### src/rtl/counter_sec_if.sv
// ============================================================================
// counter_sec_if : control and status bundle of the seconds stage
// Revision 1.0 - initial release
// ============================================================================
`default_nettype none
`timescale 1ns/1ps

interface counter_sec_if;
  logic       run;
  logic       clr_sec;
  logic       adj_min_n;
  logic [5:0] rst_numb_sec;
  logic       tick_1Hz;
  logic [5:0] out_sec;
  logic       inc_min;

  modport master (
    output run, clr_sec, adj_min_n, rst_numb_sec,
    input  tick_1Hz, out_sec, inc_min
  );

  modport slave (
    input  run, clr_sec, adj_min_n, rst_numb_sec,
    output tick_1Hz, out_sec, inc_min
  );
endinterface

`default_nettype wire

### src/rtl/counter_sec.sv
// ============================================================================
// counter_sec : 1 Hz prescaler, seconds counter and inc_min pulse generator.
// Optional button debouncer enabled by defining ADJ_DEBOUNCE_EN.
// Revision 1.0 - initial release
// ============================================================================
`default_nettype none
`timescale 1ns/1ps

module counter_sec #(
  parameter int CLK_FREQ   = 50_000_000,
  parameter int PULSE_W    = 4,
  parameter int DEB_CYCLES = 1_000_000
) (
  input  logic          clk_50MHz,
  input  logic          rst_n,
  counter_sec_if.slave  bus
);

  localparam int PRESC_W = (CLK_FREQ > 2) ? $clog2(CLK_FREQ) : 1;
  localparam logic [PRESC_W-1:0] PRESC_TC  = PRESC_W'(CLK_FREQ - 1);
  localparam logic [PRESC_W-1:0] PRESC_PRE = PRESC_W'(CLK_FREQ - 2);
  localparam int PCNT_W = (PULSE_W > 2) ? $clog2(PULSE_W) : 1;
  localparam logic [PCNT_W-1:0] PCNT_LAST = PCNT_W'(PULSE_W - 1);

  typedef enum logic [1:0] {
    S_IDLE = 2'd0,
    S_HIGH = 2'd1,
    S_LOW  = 2'd2
  } state_t;

  logic [PRESC_W-1:0] presc_q, presc_d;
  logic               tick_q, tick_d;
  logic [5:0]         sec_q, sec_d;
  logic               sec_req_q, sec_req_d;
  logic               sync1_q, sync1_d;
  logic               sync2_q, sync2_d;
  logic               btn_prev_q, btn_prev_d;
  logic               adj_req_q, adj_req_d;
  logic [1:0]         pend_q, pend_d;
  state_t             state_q, state_d;
  logic [PCNT_W-1:0]  pcnt_q, pcnt_d;
  logic               inc_q, inc_d;
  logic               btn_lvl;
  logic               start_pulse;
  logic [2:0]         pend_sum;

  // Tick is registered one cycle ahead so it is high while the prescaler sits at terminal count.
  always_comb begin
    presc_d   = presc_q;
    tick_d    = 1'b0;
    sec_d     = sec_q;
    sec_req_d = 1'b0;
    if (bus.clr_sec) begin
      presc_d = '0;
      sec_d   = '0;
    end else begin
      if (bus.run) begin
        presc_d = (presc_q == PRESC_TC) ? '0 : presc_q + 1'b1;
        tick_d  = (presc_q == PRESC_PRE);
      end
      if (tick_q) begin
        if (sec_q >= bus.rst_numb_sec) begin
          sec_d     = '0;
          sec_req_d = 1'b1;
        end else begin
          sec_d = sec_q + 6'd1;
        end
      end
    end
  end

`ifdef ADJ_DEBOUNCE_EN
  localparam int DEB_W = (DEB_CYCLES > 2) ? $clog2(DEB_CYCLES) : 1;
  localparam logic [DEB_W-1:0] DEB_LAST = DEB_W'(DEB_CYCLES - 1);

  logic             deb_q, deb_d;
  logic [DEB_W-1:0] deb_cnt_q, deb_cnt_d;

  always_comb begin
    deb_d     = deb_q;
    deb_cnt_d = '0;
    if (sync2_q != deb_q) begin
      if (deb_cnt_q == DEB_LAST) begin
        deb_d = sync2_q;
      end else begin
        deb_cnt_d = deb_cnt_q + 1'b1;
      end
    end
  end

  always_ff @(posedge clk_50MHz or negedge rst_n) begin
    if (!rst_n) begin
      deb_q     <= 1'b1;
      deb_cnt_q <= '0;
    end else begin
      deb_q     <= deb_d;
      deb_cnt_q <= deb_cnt_d;
    end
  end

  assign btn_lvl = deb_q;
`else
  assign btn_lvl = sync2_q;
`endif

  always_comb begin
    sync1_d    = bus.adj_min_n;
    sync2_d    = sync1_q;
    btn_prev_d = btn_lvl;
    adj_req_d  = btn_prev_q & ~btn_lvl;
  end

  always_comb begin
    state_d     = state_q;
    pcnt_d      = pcnt_q;
    start_pulse = 1'b0;
    case (state_q)
      S_IDLE: begin
        if ((pend_q != 2'd0) || sec_req_q || adj_req_q) begin
          state_d     = S_HIGH;
          pcnt_d      = '0;
          start_pulse = 1'b1;
        end
      end
      S_HIGH: begin
        if (pcnt_q == PCNT_LAST) begin
          state_d = S_LOW;
          pcnt_d  = '0;
        end else begin
          pcnt_d = pcnt_q + 1'b1;
        end
      end
      S_LOW: begin
        if (pcnt_q == PCNT_LAST) begin
          state_d = S_IDLE;
          pcnt_d  = '0;
        end else begin
          pcnt_d = pcnt_q + 1'b1;
        end
      end
      default: begin
        state_d = S_IDLE;
        pcnt_d  = '0;
      end
    endcase
    inc_d = (state_d == S_HIGH);
  end

  // A leave from IDLE always has at least one request behind it, so the subtract cannot underflow.
  always_comb begin
    pend_sum = {1'b0, pend_q} + {2'b00, sec_req_q} + {2'b00, adj_req_q}
             - {2'b00, start_pulse};
    pend_d   = (pend_sum > 3'd3) ? 2'd3 : pend_sum[1:0];
  end

  always_ff @(posedge clk_50MHz or negedge rst_n) begin
    if (!rst_n) begin
      presc_q    <= '0;
      tick_q     <= 1'b0;
      sec_q      <= '0;
      sec_req_q  <= 1'b0;
      sync1_q    <= 1'b1;
      sync2_q    <= 1'b1;
      btn_prev_q <= 1'b1;
      adj_req_q  <= 1'b0;
      pend_q     <= 2'd0;
      state_q    <= S_IDLE;
      pcnt_q     <= '0;
      inc_q      <= 1'b0;
    end else begin
      presc_q    <= presc_d;
      tick_q     <= tick_d;
      sec_q      <= sec_d;
      sec_req_q  <= sec_req_d;
      sync1_q    <= sync1_d;
      sync2_q    <= sync2_d;
      btn_prev_q <= btn_prev_d;
      adj_req_q  <= adj_req_d;
      pend_q     <= pend_d;
      state_q    <= state_d;
      pcnt_q     <= pcnt_d;
      inc_q      <= inc_d;
    end
  end

  assign bus.tick_1Hz = tick_q;
  assign bus.out_sec  = sec_q;
  assign bus.inc_min  = inc_q;

endmodule

`default_nettype wire

### src/flat_wrapper.sv
// flat-port wrapper written by rule: the top's interface ports become plain ports
module counter_sec_flat 
#(
  parameter int CLK_FREQ   = 50_000_000,
  parameter int PULSE_W    = 4,
  parameter int DEB_CYCLES = 1_000_000
)
  (clk_50MHz, rst_n, bus_run, bus_clr_sec, bus_adj_min_n, bus_rst_numb_sec, bus_tick_1Hz, bus_out_sec, bus_inc_min);
  counter_sec_if bus_i ();
  input  logic clk_50MHz;
  input  logic rst_n;
  input wire logic [$bits(bus_i.run)-1:0] bus_run;
  input wire logic [$bits(bus_i.clr_sec)-1:0] bus_clr_sec;
  input wire logic [$bits(bus_i.adj_min_n)-1:0] bus_adj_min_n;
  input wire logic [$bits(bus_i.rst_numb_sec)-1:0] bus_rst_numb_sec;
  output wire logic [$bits(bus_i.tick_1Hz)-1:0] bus_tick_1Hz;
  output wire logic [$bits(bus_i.out_sec)-1:0] bus_out_sec;
  output wire logic [$bits(bus_i.inc_min)-1:0] bus_inc_min;
  assign bus_i.run = bus_run;
  assign bus_i.clr_sec = bus_clr_sec;
  assign bus_i.adj_min_n = bus_adj_min_n;
  assign bus_i.rst_numb_sec = bus_rst_numb_sec;
  assign bus_tick_1Hz = bus_i.tick_1Hz;
  assign bus_out_sec = bus_i.out_sec;
  assign bus_inc_min = bus_i.inc_min;
  counter_sec #(.CLK_FREQ(CLK_FREQ), .PULSE_W(PULSE_W), .DEB_CYCLES(DEB_CYCLES)) u_core (.clk_50MHz(clk_50MHz), .rst_n(rst_n), .bus(bus_i));
endmodule
### config.mk
export PLATFORM = sky130hd
export DESIGN_NAME = counter_sec_flat
export DESIGN_NICKNAME = d
export VERILOG_FILES = /design/src/rtl/counter_sec_if.sv /design/src/rtl/counter_sec.sv /design/src/flat_wrapper.sv
export SDC_FILE = /design/constraint.sdc
export NUM_CORES = 1
export LEC_CHECK = 0
export CAP_MARGIN = 10
export CORE_MARGIN = 8
export CORE_UTILIZATION = 63
export CTS_BUF_LIST = sky130_fd_sc_hd__clkbuf_16
export DETAILED_ROUTE_END_ITERATION = 10
export DONT_BUFFER_PORTS = 1
export PLACE_DENSITY = 0.78
export SLEW_MARGIN = 25
export SYNTH_ARGS = -nofsm -noshare
export SYNTH_HDL_FRONTEND = slang
export SYNTH_SLANG_ARGS = --single-unit
export TNS_END_PERCENT = 30
### constraint.sdc
create_clock -name clk_50MHz -period 3.08 [get_ports clk_50MHz]
set_input_delay 0.154 -clock clk_50MHz [delete_from_list [all_inputs] [get_ports clk_50MHz]]
set_output_delay 0.154 -clock clk_50MHz [all_outputs]
set_load 0.01 [all_outputs]
## Yosys cells after proc, flatten, opt, wreduce, memory -nomap -nowiden

Index checks and enable logic that the tools add are counted.

- Latch bits: 0
- Register bits: 45
- RAM bits: 0
- Memory bits (read-only): 0
- Output and inout bits: 8
- Memories kept: 0

- Shifts and indexed selects: 0
- Multiply operators: 0
- Reductions and logical operators: 7
- Equality and inequality tests: 7
- Add/sub/neg operators: 6
- Order comparisons: 2
- Mux-type cells: 21
- Div/mod/pow operators: 0
- Bitwise logic cells: 2

Operators by type and width:

| cell | count |
|---|---|
| $mux 26 | 3 |
| $eq 26x26->1 const B | 2 |
| $add 26x1->26 const B | 1 |
| $mux 6 | 3 |
| $mux 2 | 6 |
| $mux 1 | 7 |
| $add 6x1->6 const B | 1 |
| $ge 6x6->1 | 1 |
| $pmux 2 s3 | 1 |
| $reduce_bool 2->1 | 3 |
| $eq 2x1->1 const B | 2 |
| $eq 2x2->1 const B | 2 |
| $pmux 2 s2 | 1 |
| $add 2x1->3 | 1 |
| $add 3x1->3 | 1 |
| $gt 3x2->1 const B | 1 |
| $sub 3x1->3 | 1 |
| $add 2x1->2 const B | 1 |
| $logic_not 2->1 | 1 |
| $logic_or 1x1->1 | 2 |
| $ne 2x1->1 const B | 1 |
| $reduce_or 2->1 | 1 |
| $and 1x1->1 | 1 |
| $not 1->1 | 1 |

## Logic depth before layout (Yosys ltp)

Gate-level depths: netlist of the first run.

- Depth after elaboration: 8
- Mapped depth: 10
- Depth with buffers taken out: 10

## Worst setup path before layout of the first run

OpenSTA, ideal clock, no wires.

- Path type: register to register
- Start: register u_core.pend_q[1]
- End: register u_core.pend_q[0]
- Slack: 720 ps
- Stages on the path, launching flop included: 9
- Buffers on the path: 0
- Clock period less this slack: 2360 ps
- Arrival time: 2237 ps
- Path through: dfrtp_1 > nor4_1 > nor2_1 > ha_1 > inv_1 > fa_1 > fa_1 > xor2_1 > nand2b_1

- Word-level cells in the longest chain between the ends: 8
- Elaborated cells between the ends (all ways): 10

RTL lines:

| item | RTL line | text |
|---|---|---|
| start: declaration | counter_sec.sv:39 | `logic [1:0] pend_q, pend_d;` |
| start signal: assignment | counter_sec.sv:179 | `pend_q <= pend_d;` |
| branches (longest 5 deep; another with $add 2x1->3) | -- |  |
| $sub 3x1->3 * | counter_sec.sv:152 | `- {2'b00, start_pulse};` |
| $gt 3x2->1 | counter_sec.sv:153 | `pend_d = (pend_sum > 3'd3) ? 2'd3 : pend_sum[1:0];` |
| $mux 2 * | counter_sec.sv:153 |  |
| via u_core.pend_d[0] | counter_sec.sv:39 |  |

Mark *: on every way through the listed nets, which the timed path passes.
A chain may end at the register's enable or synchronous reset.

## Final worst setup path of the first run

Same ends and word-level chain as after synthesis.

==> run_results.csv, run 1 <==
group,metric,value,unit
status,status,"completed",
cts,cts.sinks,45,
worst_setup_path,r2r-start,"u_core.pend_q[1]",
cts,clk_latency,0.29,ns
finish,layout_common_cells,"dfrtp_1 (42), nor2_1 (28), nand2_1 (24)",
cts,cts_made_buffers,5,
worst_hold_path,min_from,"bus_clr_sec",
worst_setup_path,crit_path_frequent_cell,"fa_1",
die,fp.dieArea,6530,um2
global_route,grt_overflow_total,0,
worst_setup_path,cp_slowest_cell,"nor4_1",
sta,finalClockSkew,0.00635,ns
worst_hold_path,hp-class,"input pin to register",
global_route,grt_usage,18.6,%
synthesis,syn-cell-area,2650,um2
worst_setup_path,cp_max_fo,4,
drt,wl_per_cell,16.1,um
synthesis,synth_top_area_share,39.7,%
synthesis,syn_avg_cell_area,9.35,um2
synthesis,synth_area_leaders,"dfrtp_1 (40%), ha_1 (7.1%), nor2_1 (4.0%)",
finish,nets,318,
global_route,grt_max_degree,46,
worst_setup_path,end_kind,"register",
finish,drive_above_1_share,6.87,%
synthesis,synth_adder_area_share,8.61,%
sta,whs,0.0375,ns
sta,tightest_slew,0.627,ns
die,io_pins,19,
synthesis,synth-simple-area-share,28.0,%
synthesis,yosysWarnings,0,
worst_hold_path,min_path_cells,2,
worst_setup_path,critPathLaunchType,"register",
synthesis,synth_largest_area_cell,"dfrtp_1",
synthesis,syn_nets,311,
synthesis,async_flop_share,100,%
sta,setup-tns-final,0,ns
synthesis,synth-compound-area-share,10.8,%
die,die_x,80.8,um
cts,cts_buffer_depth,2,
global_route,grt_pass1_vias,2153,
finish,mostFrequentLayoutCell,"dfrtp_1",
synthesis,synth_edf_count,0,
finish,area_growth,10.4,%
drt,vias,2100,
global_route,grt_pass1_wl,9870,um
finish,fin_util,72.5,%
cts,h-tree-depth,2,
cts,path_clk_slew,0.06,ns
power,p_leak,1.24,nW
drt,first_iter_violations,106,
synthesis,synth_cell_type_count,52,
placement,port_buffers,0,
worst_setup_path,max_stage_delay,0.59,ns
drt,wl_met1,2380,um
drt,wl_met3,316,um
cts,cts_tree,"done",
sta,min_period_over_period,87.7,%
synthesis,synth_xor_area_share,5.30,%
sta,fin_crit,2.70,ns
synthesis,synth_cells,283,
placement,dpl_cell_area,2680,um2
drt,antenna_left,0,
drt,firstDrtPassIters,4,
sta,slew_viol_final,0,
synthesis,ys_seq_area_share,42.7,%
placement,hpwl,3820,um
placement,dp_cells,328,
die,core,4030,um2
power,ir_worst_vdd,0.385,mV
die,row_count,23,
worst_setup_path,worstPathRequired,3.25,ns
die,start_util,65.7,%
finish,fillers,280,
global_route,antenna_found_initial,0,
drt,viasPerCell,6.16,
sta,hold_viol,0,
synthesis,synth_mux_area_share,0.804,%
drt,wl_met2,2690,um
worst_setup_path,timing.rr.end,"u_core.pend_q[0]",
sta,rsz0062_at_grt,"false",
drt,top_layer,"met4",
finish,n_antenna_cell,0,
synthesis,synth_ff_type,"dfrtp_1",
cts,post_cts_buffers,0,
worst_setup_path,arrival,2.87,ns
synthesis,synth-seq-cells,45,
power,p_per_area,565,nW/um2
placement,gp_congestion,0.877,
worst_setup_path,ff2ff_path_depth,8,
sta,maxSlewHeadroom,57.8,%
worst_setup_path,crit_chain,"nor4_1 -> nor2_1 -> ha_1 -> inv_1 -> fa_1 -> fa_1 -> xor2_1 -> nand2b_1",
flow_run,cap_violations,0,
cts,cts-root-buf,"clkbuf_16",
drt,routed_wl,5490,um
worst_setup_path,ff2ff_setup_slack,0.38,ns
die,fp.dieH,80.8,um
worst_setup_path,critPathKind,"register to register",
sta,setup_violations,0,
finish,stdcell_count,341,
synthesis,synth_top_family_by_area,"simple AND/OR/NAND/NOR gates",
sta,max_freq,370,MHz
worst_hold_path,min_to,"u_core.presc_q[15]",
drt,drcViolationCount,0,
finish,final_area,2920,um2
==> stage by stage <==
| step | setup WS [ns] | power [mW] |
|---|---|---|
| global route | 0.172 | 1.74 |
| finish | 0.380 | 1.65 |
| global placement | 0.611 | 1.00 |
| detailed placement | 0.405 | 1.04 |
| floorplan | 0.720 | 0.960 |
| CTS | 0.401 | 1.67 |
==> cell type report <==
class | instances | area, um2 | share of cell area (%)
Clock buffer | 5 | 125 | 4.28
Clock inverter | 3 | 46.3 | 1.58
Inverter | 18 | 67.6 | 2.31
Multi-Input combinational cell | 214 | 1420 | 48.5
Sequential cell | 45 | 1130 | 38.7
Tap cell | 50 | 62.6 | 2.14
Timing Repair Buffer | 6 | 75.1 | 2.57
==> where the power goes <==
group	switching (mW)	total, mW	internal (mW)
Combinational	0.199	0.343	0.144
Clock	0.221	0.604	0.384
Sequential	0.0545	0.704	0.650
Total	0.474	1.65	1.18
==> kinds of logic after synthesis <==
logic type | Yosys count
DFF | 45
buffers and inverters | 24
adders and majority gates | 17
xor gates and xnor gates | 16
and+or+nand+nor | 133
muxes | 2
AOI/OAI and AO/OA | 46
==> synthesized netlist by cell type (3+ instances only) <==
library cell	number
or4_1	5
nand2_1	24
nand3_1	19
xor2_1	10
nor3_1	6
inv_1	16
o21ai_0	8
nor4_1	5
nand2b_1	8
or3_1	4
clkbuf_1	3
xnor2_1	6
o211ai_1	3
o21ai_1	4
nand4_1	11
ha_1	15
and3_1	6
o22ai_1	3
dfrtp_1	42
nor2_1	28
dfstp_2	3
a21oi_1	16
and2_1	3
==> what timing repair did <==
| action | 4_1_cts | 5_1_grt |
|---|---|---|
| gates resized for setup | 0 | 0 |
| hold endpoints to repair | 62 | 0 |
| hold buffers | 5 | 0 |
==> layer usage <==
metal	vias to the layer above	track usage, %
met5	-	0
met2	79	30.7
met1	982	23.7
li1	1030	-
met3	9	3.97
met4	0	6.43
==> worst max path at each step <==
stage / startpoint / to / cells after the start
after floorplan: u_core.pend_q[1] / u_core.pend_q[0] / 8
after global placement: u_core.pend_q[1] / u_core.pend_q[0] / 8
after detailed placement: u_core.pend_q[1] / u_core.pend_q[0] / 8
after CTS: u_core.pend_q[1] / u_core.pend_q[0] / 8
after global routing: u_core.pend_q[0] / u_core.pend_q[0] / 8
final: u_core.pend_q[1] / u_core.pend_q[0] / 8
==> critical path: cells and delay by family, from the launching register on <==
| kind | cells | cell delay, ns |
|---|---|---|
| flops | 1 | 0.41 |
| buf+inv | 1 | 0.05 |
| fa+ha+maj | 3 | 1.10 |
| xor+xnor | 1 | 0.21 |
| simple gates | 3 | 0.83 |
==> state kept, by name (all words and copies together), names as in the netlist <==
signal	cells
u_core.adj_req_q	1
u_core.btn_lvl	1
u_core.btn_prev_q	1
u_core.bus.inc_min	1
u_core.bus.out_sec	6
u_core.bus.tick_1Hz	1
u_core.pcnt_q	2
u_core.pend_q	2
u_core.presc_q	26
u_core.sec_req_q	1
u_core.state_q	2
u_core.sync1_q	1
Power figures use the tool's default switching activity.
==> run 2, diff against run 1 <==
--- a/config.mk
+++ b/config.mk
@@ -6,7 +6,6 @@
 export NUM_CORES = 1
 export LEC_CHECK = 0
 export CAP_MARGIN = 10
-export CORE_MARGIN = 8
 export CORE_UTILIZATION = 63
 export CTS_BUF_LIST = sky130_fd_sc_hd__clkbuf_16
 export DETAILED_ROUTE_END_ITERATION = 10
==> constraint.sdc (replaced) <==
create_clock -name clk_50MHz -period 3.08 [get_ports clk_50MHz]
set_input_delay 0.154 -clock clk_50MHz [delete_from_list [all_inputs] [get_ports clk_50MHz]]
set_output_delay 0.154 -clock clk_50MHz [all_outputs]
set_load 0.1 [all_outputs]
==> run 2 against run 1 <==
Net effect:
- clock skew shrank 0.0015 ns
- critical path depth is the same
- combinational power grew 16%
- global-route usage grew 10 points
- sequential power grew 5.1%
- cell count grew 2.1%
- setup slack gained 0.039 ns
- non-clock buffer count grew 7
- hold slack lost 0.017 ns
- highest routed layer unchanged
==> run_results.csv, run 2 (same netlist as run 1, synthesis figures left out) <==
group,metric,value,unit
status,status,"completed",
worst_setup_path,critPathKind,"register to register",
worst_hold_path,hp-class,"input pin to register",
worst_setup_path,crit_end,"u_core.pend_q[1]",
drt,firstDrtPassIters,4,
worst_setup_path,cp_max_fo,4,
cts,cts_buffer_depth,2,
cts,cts_tree,"done",
global_route,grt_usage,28.8,%
worst_hold_path,min_path_cells,2,
finish,final_area,2950,um2
cts,h-tree-depth,2,
sta,fin_crit,2.66,ns
die,io_pins,19,
worst_setup_path,worstPathRequired,3.26,ns
cts,cts_made_buffers,5,
global_route,grt_max_degree,46,
sta,max_freq,376,MHz
finish,nets,325,
drt,vias,2152,
global_route,grt_pass1_vias,2075,
sta,finalClockSkew,0.00481,ns
die,fp.dieArea,4460,um2
die,fp.dieH,66.8,um
global_route,grt_pass1_wl,9350,um
finish,area_growth,11.3,%
power,p_leak,1.26,nW
drt,viasPerCell,6.18,
worst_setup_path,arrival,2.84,ns
power,p_per_area,570,nW/um2
placement,port_buffers,0,
finish,n_antenna_cell,0,
die,core,4030,um2
die,row_count,23,
worst_setup_path,timing.rr.end,"u_core.pend_q[1]",
global_route,antenna_found_initial,0,
worst_setup_path,ff2ff_path_depth,8,
placement,hpwl,3810,um
sta,maxSlewHeadroom,42.5,%
sta,tightest_slew,0.864,ns
drt,drcViolationCount,0,
cts,path_clk_slew,0.07,ns
drt,routed_wl,5620,um
global_route,grt_overflow_total,0,
sta,setup-tns-final,0,ns
cts,clk_latency,0.29,ns
drt,first_iter_violations,110,
flow_run,cap_violations,0,
sta,rsz0062_at_grt,"false",
worst_setup_path,critPathLaunchType,"register",
power,ir_worst_vdd,0.366,mV
sta,min_period_over_period,86.4,%
finish,fillers,301,
finish,largest_reg_flops,26,
die,start_util,65.7,%
sta,slew_viol_final,0,
worst_setup_path,end_kind,"register",
sta,hold_viol,0,
worst_setup_path,ff2ff_setup_slack,0.42,ns
placement,dpl_cell_area,2740,um2
power,power,1.68,mW
finish,mostFrequentLayoutCell,"dfrtp_1",
worst_setup_path,r2r-start,"u_core.pend_q[1]",
sta,whs,0.0203,ns
drt,antenna_left,0,
sta,setup_violations,0,
cts,cts-root-buf,"clkbuf_16",
drt,wl_per_cell,16.1,um
finish,drive_above_1_share,9.06,%
worst_setup_path,crit_path_frequent_cell,"fa_1",
worst_setup_path,max_stage_delay,0.57,ns
placement,gp_congestion,0.841,
worst_setup_path,timing.critical_path.from,"u_core.pend_q[1]",
finish,layout_common_cells,"dfrtp_1 (42), nor2_1 (28), nand2_1 (24)",
finish,regMostFlops,"u_core.presc_q",
worst_setup_path,cp_slowest_cell,"nor4_1",
cts,cts.sinks,45,
worst_setup_path,crit_chain,"nor4_1 -> nor2_1 -> ha_1 -> inv_1 -> fa_1 -> fa_1 -> xor2_1 -> nand2b_1",
die,die_x,66.8,um
[run 2: changes by cell type in the layout (fill, tap and decap cells not counted), sizes merged]
cell	change
buf	+7
inv	+2
clkinv	-1
bufinv	-1
[run 2: cell type report]
| class | count | area, um2 | area share (%) |
|---|---|---|---|
| clock inverters | 3 | 25.0 | 0.849 |
| well taps | 50 | 62.6 | 2.12 |
| inverters | 18 | 67.6 | 2.29 |
| multi-input cells | 214 | 1420 | 48.1 |
| flip-flops and latches | 45 | 1130 | 38.3 |
| clock buffers | 5 | 125 | 4.25 |
| repair buffers | 13 | 120 | 4.08 |
[run 2: power by group]
| group | switching (mW) | internal (mW) | total [mW] |
|---|---|---|---|
| clock network | 0.235 | 0.306 | 0.542 |
| logic | 0.248 | 0.152 | 0.399 |
| registers | 0.0913 | 0.649 | 0.740 |
[run 2: worst max-delay path, delay by kind of cell, from the launching register on]
kind	cells	cell delay (ns)
xor gates and xnor gates	1	0.20
adders and majority gates	3	1.09
buffers and inverters	1	0.06
DFF	1	0.41
and+or+nand+nor	3	0.79
[run 2: per-layer routing]
layer  wire length (um)  share of wire, %  track usage (%)
met3                243               4.3             6.68
met4                161               2.9             13.3
met2               2790                50             48.4
met5                  0                 0                0
met1               2420                43             34.6
[run 2: metrics by stage]
stage / setup WS [ns] / instances / utilization, %
3_3_place_gp: 0.621 / 335 / 67.9
3_5_place_dp: 0.444 / 335 / 67.9
2_1_floorplan: 0.720 / 283 / -
5_1_grt: 0.210 / 348 / 73.1
4_1_cts: 0.445 / 348 / 73.1
6_report: 0.419 / 348 / 73.1
[run 2: what timing repair did]
action	CTS	global route
gates resized for setup	0	0
setup buffers	0	0
hold buffers	5	0
hold endpoints to repair	62	0
[run 2: how the worst min path moves through the flow]
stage | slack [ns] | endpoint | from
after CTS | 0.02 | u_core.presc_q[1] | bus_run
after global placement | -0.14 | u_core.bus.out_sec[0] | rst_n
after floorplan | -0.14 | u_core.adj_req_q | rst_n
after detailed placement | -0.14 | u_core.bus.out_sec[0] | rst_n
after global routing | 0.02 | u_core.presc_q[15] | bus_clr_sec
final | 0.02 | u_core.presc_q[1] | bus_run
==> run 3, diff against run 2 <==
--- a/config.mk
+++ b/config.mk
@@ -6,11 +6,10 @@
 export NUM_CORES = 1
 export LEC_CHECK = 0
 export CAP_MARGIN = 10
-export CORE_UTILIZATION = 63
-export CTS_BUF_LIST = sky130_fd_sc_hd__clkbuf_16
+export CORE_UTILIZATION = 60
 export DETAILED_ROUTE_END_ITERATION = 10
 export DONT_BUFFER_PORTS = 1
-export PLACE_DENSITY = 0.78
+export PLACE_DENSITY = 0.75
 export SLEW_MARGIN = 25
 export SYNTH_ARGS = -nofsm -noshare
 export SYNTH_HDL_FRONTEND = slang
==> run 3 against run 2 <==
Net effect:
- highest routed layer unchanged
- clock skew rose by 0.0016 ns
- via count decreased by 1.8%
- sequential power about the same
- flip-flop and latch count unchanged
- wire length shrank 5.5%
- clock power shrank 3%
- largest power group unchanged
==> run_results.csv, run 3 (same netlist as run 1, synthesis figures left out) <==
group,metric,value,unit
status,status,"completed",
worst_setup_path,critPathKind,"register to register",
power,p_per_area,563,nW/um2
global_route,grt_overflow_total,0,
cts,cts_tree,"done",
finish,final_area,2940,um2
sta,tightest_slew,0.858,ns
finish,area_growth,11.0,%
cts,post_cts_buffers,0,
finish,mostFrequentLayoutCell,"dfrtp_1",
cts,h-tree-depth,2,
finish,n_antenna_cell,0,
finish,regMostFlops,"u_core.presc_q",
finish,drive_above_1_share,9.06,%
cts,clk_latency,0.30,ns
global_route,grt_max_degree,46,
worst_setup_path,worstPathRequired,3.27,ns
die,start_util,64.3,%
die,die_x,68.4,um
drt,antenna_left,0,
global_route,antenna_found_initial,0,
worst_setup_path,cp_max_fo,4,
sta,fin_crit,2.55,ns
die,row_count,23,
cts,cts_hold_buf,5,
sta,setup_violations,0,
sta,slew_viol_final,0,
placement,hpwl,3710,um
cts,cts_buffer_depth,2,
cts,ctsResizeCount,0,
worst_setup_path,ff2ff_setup_slack,0.53,ns
sta,whs,0.0153,ns
drt,viasPerCell,6.07,
worst_hold_path,min_to,"u_core.presc_q[14]",
drt,vias,2113,
placement,gp_congestion,0.884,
sta,max_freq,393,MHz
power,power,1.65,mW
power,ir_worst_vdd,0.329,mV
worst_setup_path,arrival,2.74,ns
sta,rsz0062_at_grt,"false",
cts,cts.sinks,45,
die,io_pins,19,
global_route,grt_util_met2,40.7,%
finish,largest_reg_flops,26,
placement,dpl_cell_area,2740,um2
global_route,grt_usage,25.1,%
placement,dp_cells,335,
global_route,grt.busiest_layer,"met2",
worst_setup_path,critPathLaunchType,"register",
power,p_leak,1.26,nW
cts,path_clk_slew,0.08,ns
flow_run,cap_violations,0,
worst_setup_path,timing.rr.end,"u_core.pend_q[0]",
placement,port_buffers,0,
drt,firstDrtPassIters,4,
die,fp.dieH,68.4,um
global_route,met3_usage,5.50,%
sta,finalClockSkew,0.00639,ns
global_route,use_met1,34.0,%
worst_hold_path,min_from,"bus_clr_sec",
cts,cts-root-buf,"clkbuf_8",
finish,nets,325,
finish,stdcell_count,348,
worst_setup_path,ff2ff_path_depth,8,
worst_hold_path,min_path_cells,2,
drt,drcViolationCount,0,
global_route,grt_pass1_wl,8690,um
drt,first_iter_violations,148,
cts,cts_made_buffers,5,
die,fp.dieArea,4680,um2
die,core,4120,um2
sta,setup-tns-final,0,ns
global_route,grt_pass1_vias,1886,
worst_setup_path,r2r-start,"u_core.pend_q[1]",
drt,routed_wl,5310,um
sta,maxSlewHeadroom,42.8,%
worst_setup_path,end_kind,"register",
sta,min_period_over_period,82.7,%
sta,hold_viol,0,
drt,wl_per_cell,15.3,um
finish,layout_common_cells,"dfrtp_1 (42), nor2_1 (28), nand2_1 (24)",
worst_hold_path,hp-class,"input pin to register",
==> run 3: routing by layer <==
metal,wire (um),vias to the layer above
li1,-,1041
met1,2530,1031
met2,2520,35
met3,211,6
met4,51,0
met5,0,-
==> run 3: power breakdown <==
part / total [mW] / switching, mW / leakage [nW] / internal, mW
Combinational: 0.389 / 0.239 / 0.597 / 0.151
Sequential: 0.738 / 0.0901 / 0.598 / 0.648
Clock: 0.526 / 0.204 / 0.0681 / 0.322
==> run 3: final cells by class <==
type | count | area (um2)
clock buffer | 5 | 68.8
tap | 50 | 62.6
fill | 326 | 1180
inverter | 18 | 67.6
multi-input combinational | 214 | 1420
clock inverter | 3 | 65.1
timing repair buffer | 13 | 128
sequential | 45 | 1130
==> run 3: worst max-delay path, stage by stage (launching register included) <==
cell	delay, ns
dfrtp_1	0.41
nor4_1	0.54
nor2_1	0.13
ha_1	0.30
inv_1	0.04
fa_1	0.37
fa_1	0.39
xor2_1	0.18
nand2b_1	0.08
==> run 3: worst max-delay path by stage <==
stage	depth (start not counted)	startpoint	end	slack (ns)
5_1_grt	8	u_core.pend_q[1]	u_core.pend_q[0]	0.33
4_1_cts	8	u_core.pend_q[1]	u_core.pend_q[0]	0.52
2_1_floorplan	8	u_core.pend_q[1]	u_core.pend_q[0]	0.72
6_report	8	u_core.pend_q[1]	u_core.pend_q[0]	0.53
3_5_place_dp	8	u_core.pend_q[1]	u_core.pend_q[0]	0.54
3_3_place_gp	8	u_core.pend_q[1]	u_core.pend_q[0]	0.62
==> run 3: per-stage QoR <==
step	worst slack, ns	util, %
finish	0.533	71.4
global route	0.326	71.4
detailed placement	0.538	66.5
floorplan	0.720	-
global placement	0.619	66.5
CTS	0.523	71.4
